==> src/rtl/uart_pkg.sv <==
// Shared UART definitions: byte width, feeder FSM states and TX datapath mux selects.
// No logic lives here. Every item is a constant or a type.
package uart_pkg;

    localparam int UART_DATA_WIDTH = 8;

    typedef enum logic [1:0] {
        IDLE      = 2'd0,
        WAIT_BUSY = 2'd1,
        WAIT_DONE = 2'd2
    } feeder_state_t;

    // Serializer output mux selects; the TX FSM steps through these per frame
    localparam logic [1:0] TX_SEL_START  = 2'd0;
    localparam logic [1:0] TX_SEL_DATA   = 2'd1;
    localparam logic [1:0] TX_SEL_PARITY = 2'd2;
    localparam logic [1:0] TX_SEL_STOP   = 2'd3;

endpackage

==> src/rtl/uart_sync_fifo.sv <==
// Synchronous FIFO with a registered read port; a pop loads o_rd_dat on the popping edge.
// A push while full or a pop while empty is ignored, and the level comes from a counter.
module uart_sync_fifo
    import uart_pkg::*;
#(
    parameter  int DATA_WIDTH = UART_DATA_WIDTH,
    parameter  int DEPTH      = 16,
    localparam int ADDR_WIDTH = $clog2(DEPTH)
) (
    input  logic                  CLK,
    input  logic                  RST,
    input  logic                  i_push,
    input  logic [DATA_WIDTH-1:0] i_push_dat,
    input  logic                  i_pop,
    output logic [DATA_WIDTH-1:0] o_rd_dat,
    output logic [ADDR_WIDTH:0]   o_level,
    output logic                  o_full,
    output logic                  o_empty
);

    localparam int LVL_W = ADDR_WIDTH + 1;

    logic [DATA_WIDTH-1:0] r_mem [DEPTH];
    logic [ADDR_WIDTH-1:0] r_wr_ptr;
    logic [ADDR_WIDTH-1:0] r_rd_ptr;
    logic [LVL_W-1:0]      r_level;
    logic [DATA_WIDTH-1:0] r_rd_dat;

    logic w_full;
    logic w_empty;
    logic w_push;
    logic w_pop;

    assign w_full  = (r_level == LVL_W'(DEPTH));
    assign w_empty = (r_level == '0);
    assign w_push  = i_push && !w_full;
    assign w_pop   = i_pop && !w_empty;

    // Storage has no reset so it can map onto a register file or RAM
    always_ff @(posedge CLK) begin
        if (w_push) begin
            r_mem[r_wr_ptr] <= i_push_dat;
        end
    end

    always_ff @(posedge CLK) begin
        if (RST) begin
            r_wr_ptr <= '0;
            r_rd_ptr <= '0;
            r_level  <= '0;
            r_rd_dat <= '0;
        end else begin
            if (w_push) begin
                r_wr_ptr <= r_wr_ptr + ADDR_WIDTH'(1);
            end
            if (w_pop) begin
                r_rd_dat <= r_mem[r_rd_ptr];
                r_rd_ptr <= r_rd_ptr + ADDR_WIDTH'(1);
            end
            case ({w_push, w_pop})
                2'b10:   r_level <= r_level + LVL_W'(1);
                2'b01:   r_level <= r_level - LVL_W'(1);
                default: r_level <= r_level;
            endcase
        end
    end

    assign o_rd_dat = r_rd_dat;
    assign o_level  = r_level;
    assign o_full   = w_full;
    assign o_empty  = w_empty;

endmodule

==> src/rtl/uart_tx_feeder.sv <==
// Buffers host bytes and launches each one into the UART TX FSM only when it is idle. TxDataValid rises 2 cycles after a push into an empty FIFO.
// InReady = !Full; FEEDER_TIMEOUT_EN adds a sticky Timeout when TxBusy never answers a launch.
module uart_tx_feeder
    import uart_pkg::*;
#(
    parameter  int DATA_WIDTH = UART_DATA_WIDTH,
    parameter  int DEPTH      = 16,
`ifdef FEEDER_TIMEOUT_EN
    parameter  int TIMEOUT    = 15,
`endif
    localparam int ADDR_WIDTH = $clog2(DEPTH)
) (
    input  logic                  CLK,
    input  logic                  RST,
    input  logic [DATA_WIDTH-1:0] InData,
    input  logic                  InValid,
    output logic                  InReady,
    input  logic                  TxBusy,
    output logic [DATA_WIDTH-1:0] TxData,
    output logic                  TxDataValid,
    output logic [ADDR_WIDTH:0]   Level,
    output logic                  Full,
    output logic                  Empty,
    output logic                  Timeout
);

    feeder_state_t r_state;
    feeder_state_t w_state_nxt;

    logic                  w_pop;
    logic                  r_pop_d;
    logic [DATA_WIDTH-1:0] r_tx_data;
    logic                  r_tx_vld;
    logic [DATA_WIDTH-1:0] w_fifo_dat;
    logic [ADDR_WIDTH:0]   w_level;
    logic                  w_full;
    logic                  w_empty;

    uart_sync_fifo #(
        .DATA_WIDTH (DATA_WIDTH),
        .DEPTH      (DEPTH)
    ) u_fifo (
        .CLK        (CLK),
        .RST        (RST),
        .i_push     (InValid),
        .i_push_dat (InData),
        .i_pop      (w_pop),
        .o_rd_dat   (w_fifo_dat),
        .o_level    (w_level),
        .o_full     (w_full),
        .o_empty    (w_empty)
    );

`ifdef FEEDER_TIMEOUT_EN
    localparam int CNT_W = $clog2(TIMEOUT + 1);

    logic [CNT_W-1:0] r_cnt;
    logic             r_timeout;
    logic             w_timeout_hit;
`endif

    always_comb begin
        w_state_nxt = r_state;
        w_pop       = 1'b0;
`ifdef FEEDER_TIMEOUT_EN
        w_timeout_hit = 1'b0;
`endif
        case (r_state)
            IDLE: begin
                if (!w_empty && !TxBusy) begin
                    w_pop       = 1'b1;
                    w_state_nxt = WAIT_BUSY;
                end
            end
            WAIT_BUSY: begin
                // Busy is only meaningful once the byte has actually been presented
                if (!r_pop_d && TxBusy) begin
                    w_state_nxt = WAIT_DONE;
                end
`ifdef FEEDER_TIMEOUT_EN
                else if (r_cnt == CNT_W'(TIMEOUT - 1)) begin
                    w_timeout_hit = 1'b1;
                    w_state_nxt   = IDLE;
                end
`endif
            end
            WAIT_DONE: begin
                if (!TxBusy) begin
                    w_state_nxt = IDLE;
                end
            end
            default: begin
                w_state_nxt = IDLE;
            end
        endcase
    end

    // Read data lands one edge after the pop, so the launch pulse follows r_pop_d
    always_ff @(posedge CLK) begin
        if (RST) begin
            r_state   <= IDLE;
            r_pop_d   <= 1'b0;
            r_tx_data <= '0;
            r_tx_vld  <= 1'b0;
        end else begin
            r_state  <= w_state_nxt;
            r_pop_d  <= w_pop;
            r_tx_vld <= r_pop_d;
            if (r_pop_d) begin
                r_tx_data <= w_fifo_dat;
            end
        end
    end

`ifdef FEEDER_TIMEOUT_EN
    always_ff @(posedge CLK) begin
        if (RST) begin
            r_cnt     <= '0;
            r_timeout <= 1'b0;
        end else begin
            if (r_state == WAIT_BUSY) begin
                r_cnt <= r_cnt + CNT_W'(1);
            end else begin
                r_cnt <= '0;
            end
            if (w_timeout_hit) begin
                r_timeout <= 1'b1;
            end
        end
    end

    assign Timeout = r_timeout;
`else
    assign Timeout = 1'b0;
`endif

    assign InReady     = !w_full;
    assign TxData      = r_tx_data;
    assign TxDataValid = r_tx_vld;
    assign Level       = w_level;
    assign Full        = w_full;
    assign Empty       = w_empty;

endmodule

==> config.mk <==
export PLATFORM = sky130hd
export DESIGN_NAME = uart_tx_feeder
export DESIGN_NICKNAME = d
export VERILOG_FILES = /design/src/rtl/uart_pkg.sv /design/src/rtl/uart_sync_fifo.sv /design/src/rtl/uart_tx_feeder.sv
export SDC_FILE = /design/constraint.sdc
export NUM_CORES = 1
export LEC_CHECK = 0
export ABC_CLOCK_PERIOD_IN_PS = 3300
export CAP_MARGIN = 5
export CORE_UTILIZATION = 40
export CTS_CLUSTER_DIAMETER = 40
export DETAILED_ROUTE_END_ITERATION = 12
export PLACE_DENSITY = 0.68
export SYNTH_ARGS = -nofsm -noshare
export SYNTH_HDL_FRONTEND = slang
export SYNTH_SLANG_ARGS = --single-unit
export TNS_END_PERCENT = 30
==> constraint.sdc <==
create_clock -name CLK -period 3.3 [get_ports CLK]
set_input_delay 0.66 -clock CLK [delete_from_list [all_inputs] [get_ports CLK]]
set_output_delay 0.66 -clock CLK [all_outputs]
set_load 0.05 [all_outputs]
Yosys cells after proc, flatten, opt, wreduce, memory -nomap -nowiden. Memory sizes are Yosys's and may differ from the RTL's. A register that Yosys moved wholly into a read port is not among the register bits. Cells that the tools add are included.

Add/sub/neg operators: 4. Equal/unequal tests: 8. Multiplexer cells: 9. Reduce and logical (&&, ||, !) cells: 12.

Operator list (number): $pmux 5 s2 (1); $add 4x1->4 const B (2); $mux 2 (3); $ne 2x2->1 const B (3); $pmux 2 s3 (1); $add 5x1->5 const B (1); $eq 5x5->1 const B (1); $logic_not 5->1 (1); $sub 5x1->5 const B (1); $eq 2x1->1 const B (2); $eq 2x2->1 const B (2); $logic_and 1x1->1 (4); $logic_not 1->1 (4); $mux 1 (4); $reduce_and 3->1 (1); $logic_not 2->1 (1); $reduce_bool 2->1 (1).

Register bits after elaboration: 25. RAM bits: 128. Memories: 1.

Memory list: u_fifo.r_mem (words 16, width 8, rd ports 1, clocked after Yosys merged registers in 1, wr ports 1, line uart_sync_fifo.sv:23) `logic [DATA_WIDTH-1:0] r_mem [DEPTH];`.

Longest topological paths before layout.
Depth after elaboration: 8. Depth in mapped cells: 10.

Modules after synthesis. A second synthesis with hierarchy kept.

Cells, all modules: 402. Area, all modules: 6454.9 um^2.

Modules (own cells, without submodules): uart_sync_fifo (instances 1, cells each 360, area each 6012.0 um^2, seq. area each 4264.1 um^2); uart_tx_feeder (instances 1, cells each 42, area each 442.9 um^2, seq. area each 240.2 um^2).

Least setup slack after synthesis. OpenSTA, ideal clock, no wires.

Path kind: flip-flop to flip-flop. Start point: register u_fifo.r_level[1] (netlist: u_fifo.o_level[1]). End point: register u_fifo.r_level[4] (netlist: u_fifo.o_level[4]). Setup time: 0.121 ns. Arrival time: 3.122 ns. Required time: 3.179 ns. Slack: 0.058 ns. Cell stages (with the launch flop): 11. Path buffers: 1. Clock period less this slack: 3.242 ns. Path through: dfxtp_1 > or4_4 > buf_6 > o21ai_4 > inv_2 > ha_1 > fa_1 > a21o_1 > a21oi_1 > mux2i_1 > mux2_2.

Cells in the longest elaborated chain, start to end: 8.

RTL lines: from (decl) (line uart_sync_fifo.sv:26) `logic [LVL_W-1:0] r_level;`; from (signal assigned) (line uart_sync_fifo.sv:61) `2'b10: r_level <= r_level + LVL_W'(1);`; from (signal assigned) (line uart_sync_fifo.sv:62) `2'b01: r_level <= r_level - LVL_W'(1);`; from (signal assigned) (line uart_sync_fifo.sv:63) `default: r_level <= r_level;`; $logic_not 5->1 (*) (line uart_sync_fifo.sv:35) `assign w_empty = (r_level == '0);`; $logic_not 1->1 (*) (line uart_sync_fifo.sv:37, uart_tx_feeder.sv:70); $logic_and 1x1->1 (line uart_tx_feeder.sv:70) `if (!w_empty && !TxBusy) begin`; $mux 1 (line uart_tx_feeder.sv:70); $mux 1 (line uart_tx_feeder.sv:68) `case (r_state)`; $logic_and 1x1->1 (*) (line uart_sync_fifo.sv:37) `assign w_pop = i_pop && !w_empty;`; named net u_fifo.w_pop (line uart_sync_fifo.sv:32) `logic w_pop;`; $eq 2x1->1 or $eq 2x2->1 (tied branches) (line uart_sync_fifo.sv:60) `case ({w_push, w_pop})`; $pmux 5 s2 or $reduce_bool 2->1 (tied branches).

Mark *: on every way through the listed nets, which the timed path passes. The rest lies on a longest branch. A chain may end at the register's enable or synchronous reset.

Final worst setup path.
Start point: register u_fifo.r_level[1] (netlist: u_fifo.o_level[1]). End point: output Empty.

Cells in the longest elaborated chain, start to end: 1.

RTL lines: $logic_not 5->1 (line uart_sync_fifo.sv:35); to (decl) (line uart_tx_feeder.sv:23) `output logic Empty,`.

Every way passes these cells.

==> impl_metrics.tcl <==
set metrics [dict create \
    cts_buffers 17 \
    cts_buffer_depth 2 \
    final_common_cell "edfxtp_1" \
    firstDrtPassIters 4 \
    fmaxAchievable_mhz 324 \
    start_util_pct 40.9 \
    combPwrFrac_pct 21.3 \
    synth_fp_nets 406 \
    ys_types 43 \
    dpl.hpwl_um 7940 \
    insertion_delay_ns 0.42 \
    h-tree-depth 4 \
    postCtsHoldBufs 0 \
    fin_nets 454 \
    grt_setup_unrepaired "no" \
    cp_data_required_time_ns 2.64 \
    cts_tree "yes" \
    grt_pass1_vias 3551 \
    outcome "completed" \
    drive_gt1_share_pct 20.9 \
    first_iter_violations 192 \
    synth_edf_count 128 \
    p_int_w 0.00384 \
    yosysWarnings 0 \
    slew_viol_final 0 \
    wl_per_cell_um 18.2 \
    core_area_mm2 0.0159 \
    die-area_mm2 0.0167 \
    synthFlopType "edfxtp_1" \
    ys_seq_area_share_pct 69.4 \
    netlist_area_mm2 0.00649 \
    wl_um 12000 \
    fin_tns_setup_ns 0 \
    p_per_area_mw_per_mm2 709 \
    cp_max_fo 6 \
    slew_headroom_pct 35.5 \
    grt_max_degree 37 \
    groute.usage.overall_pct 15.8 \
    antenna_cells 0 \
    nFillCells 1334 \
    grt_pass1_wl_um 19200 \
    async_flop_share_pct 0 \
    synth_cells 384 \
    min_path_type "reg2reg" \
    layout_common_cells "edfxtp_1, nor2_1, mux2i_1" \
    cts_root_buffer "clkbuf_16" \
    cp.arrival_ns 2.42 \
    cp-end-kind "primary output" \
    fp.dieW_um 129 \
    whs_ns 0.494 \
    clockPowerShare_pct 33.1 \
    period_needed_ns 3.08 \
    clk_pin_slew_worst_paths_ns 0.06 \
    p_seq_share_pct 45.6 \
    vdd_drop_max_mv 0.442 \
    period_share_pct 93.5 \
    switching_share_pct 29.2 \
    ys_seq_elements 161 \
    p_leak_nw 2.52 \
    gp_congestion 0.733 \
    routed_via_density 5.11 \
    drc_errors 0 \
    cts_sinks 161 \
    r2r_slack_ns 0.34 \
    vias 3373 \
    setup.worst_path.start_class "register" \
    drv_cap 0 \
    fin_worst_skew_ns 0.00684 \
    port_buffers 28 \
    avgSynthCellArea_um2 16.9 \
    syn2layout_area_growth_pct 18.0 \
    grt_overflow 0 \
    io_pins 30 \
    ctsResizeCount 0 \
    ant_nets 0 \
    path_class "reg2out" \
    antenna_found_initial 0 \
    setup_viol 0 \
    die_y_um 129 \
    power_switching_w 0.00159 \
    post_cts_buffers 0 \
    hold_viol_final 0 \
    tightestPinTransition_ns 0.968 \
    rows 46 \
]
==> final timing paths <==
path                                         from                        endpoint  cells after the start
setup / recovery   u_fifo.o_level[1]$_SDFFE_PP0P_                           Empty                      3
hold / removal    u_fifo.o_rd_dat[7]$_SDFFE_PP0P_          TxData[7]$_SDFFE_PP0P_                      2
setup reg to reg   u_fifo.o_level[1]$_SDFFE_PP0P_  u_fifo.o_level[4]$_SDFFE_PP0P_                      9
hold reg to reg   u_fifo.o_rd_dat[7]$_SDFFE_PP0P_          TxData[7]$_SDFFE_PP0P_                      2
==> worst max-delay path, cell delays in order (launching register included) <==
cell	delay, ns
dfxtp_1	0.37
or4_4	0.63
nor2_1	0.17
clkdlybuf4s50_1	0.83
==> per-stage QoR <==
step / utilization (%) / cells / total power (W) / instance area [um^2] / setup slack [ns]
final: 48.2 / 660 / 0.00543 / 7660 / 0.215
after global placement: 44.8 / 629 / 0.00363 / 7120 / 0.165
after CTS: 48.2 / 660 / 0.00547 / 7660 / 0.200
after detailed placement: 44.8 / 629 / 0.00368 / 7120 / 0.0667
after global routing: 48.2 / 660 / 0.00567 / 7660 / 0.129
after floorplan: - / 384 / 0.00335 / 6490 / 0.0575
==> synth_stat cells (2+ instances only) <==
cell / number / area [um^2]
a21o_1: 2 / 15.0
a21oi_1: 6 / 30.0
a311oi_1: 2 / 17.5
and3_1: 2 / 12.5
buf_1: 2 / 7.51
buf_2: 6 / 30.0
buf_4: 2 / 15.0
clkbuf_1: 13 / 48.8
dfxtp_1: 33 / 661
edfxtp_1: 128 / 3840
ha_1: 9 / 113
inv_1: 5 / 18.8
mux2i_1: 36 / 360
mux4_2: 26 / 586
nand2_1: 7 / 26.3
nand2b_1: 5 / 31.3
nand3b_1: 10 / 75.1
nor2_1: 42 / 158
nor2b_1: 2 / 12.5
nor3_1: 5 / 25.0
o211ai_1: 3 / 22.5
o221ai_2: 6 / 90.1
o22ai_1: 2 / 12.5
o32ai_1: 4 / 35.0
xnor2_1: 3 / 26.3
xor2_1: 6 / 52.6
==> logic make-up after synthesis <==
kind of cell | synth area share [%]
AO/OA/AOI/OAI | 4.24
flip-flops | 69.4
adder cells (fa/ha/maj) | 2.04
XOR/XNOR | 1.21
buffers and inverters | 2.08
AND/OR/NAND/NOR | 6.26
multiplexers | 14.7
other | 0.0577
==> layer usage <==
layer | vias up | share of wire [%] | global-route usage, %
li1 | 1588 | - | -
met1 | 1689 | 44 | 19.5
met2 | 71 | 50 | 26.7
met3 | 25 | 3.6 | 3.34
met4 | 0 | 2.2 | 7.46
met5 | - | 0 | 0
==> layout make-up <==
cell class,instances,area [um^2],share of cell area (%)
Clock buffer,17,425,5.55
Clock inverter,14,115,1.50
Inverter,6,22.5,0.294
Multi-Input combinational cell,193,1850,24.2
Sequential cell,161,4510,58.8
Tap cell,216,270,3.53
Timing Repair Buffer,53,468,6.11
==> state kept, by name (all words and copies together), names as in the netlist <==
register and count:
r_pop_d 1, r_state 2, u_fifo.o_level 5, TxDataValid 1
TxData 8, u_fifo.r_wr_ptr 4, u_fifo.o_rd_dat 8, u_fifo.r_rd_ptr 4
u_fifo.r_mem 128
==> power groups by stage <==
| stage | combinational [W] | sequential, W | clock, W |
|---|---|---|---|
| after floorplan | 0.000799 | 0.00255 | 0 |
| after global placement | 0.00112 | 0.00251 | 0 |
| after detailed placement | 0.00116 | 0.00252 | 0 |
| after CTS | 0.00117 | 0.00248 | 0.00183 |
| after global routing | 0.00126 | 0.00250 | 0.00191 |
| final | 0.00116 | 0.00248 | 0.00180 |
Note: power is estimated with default switching activity, not from simulation.
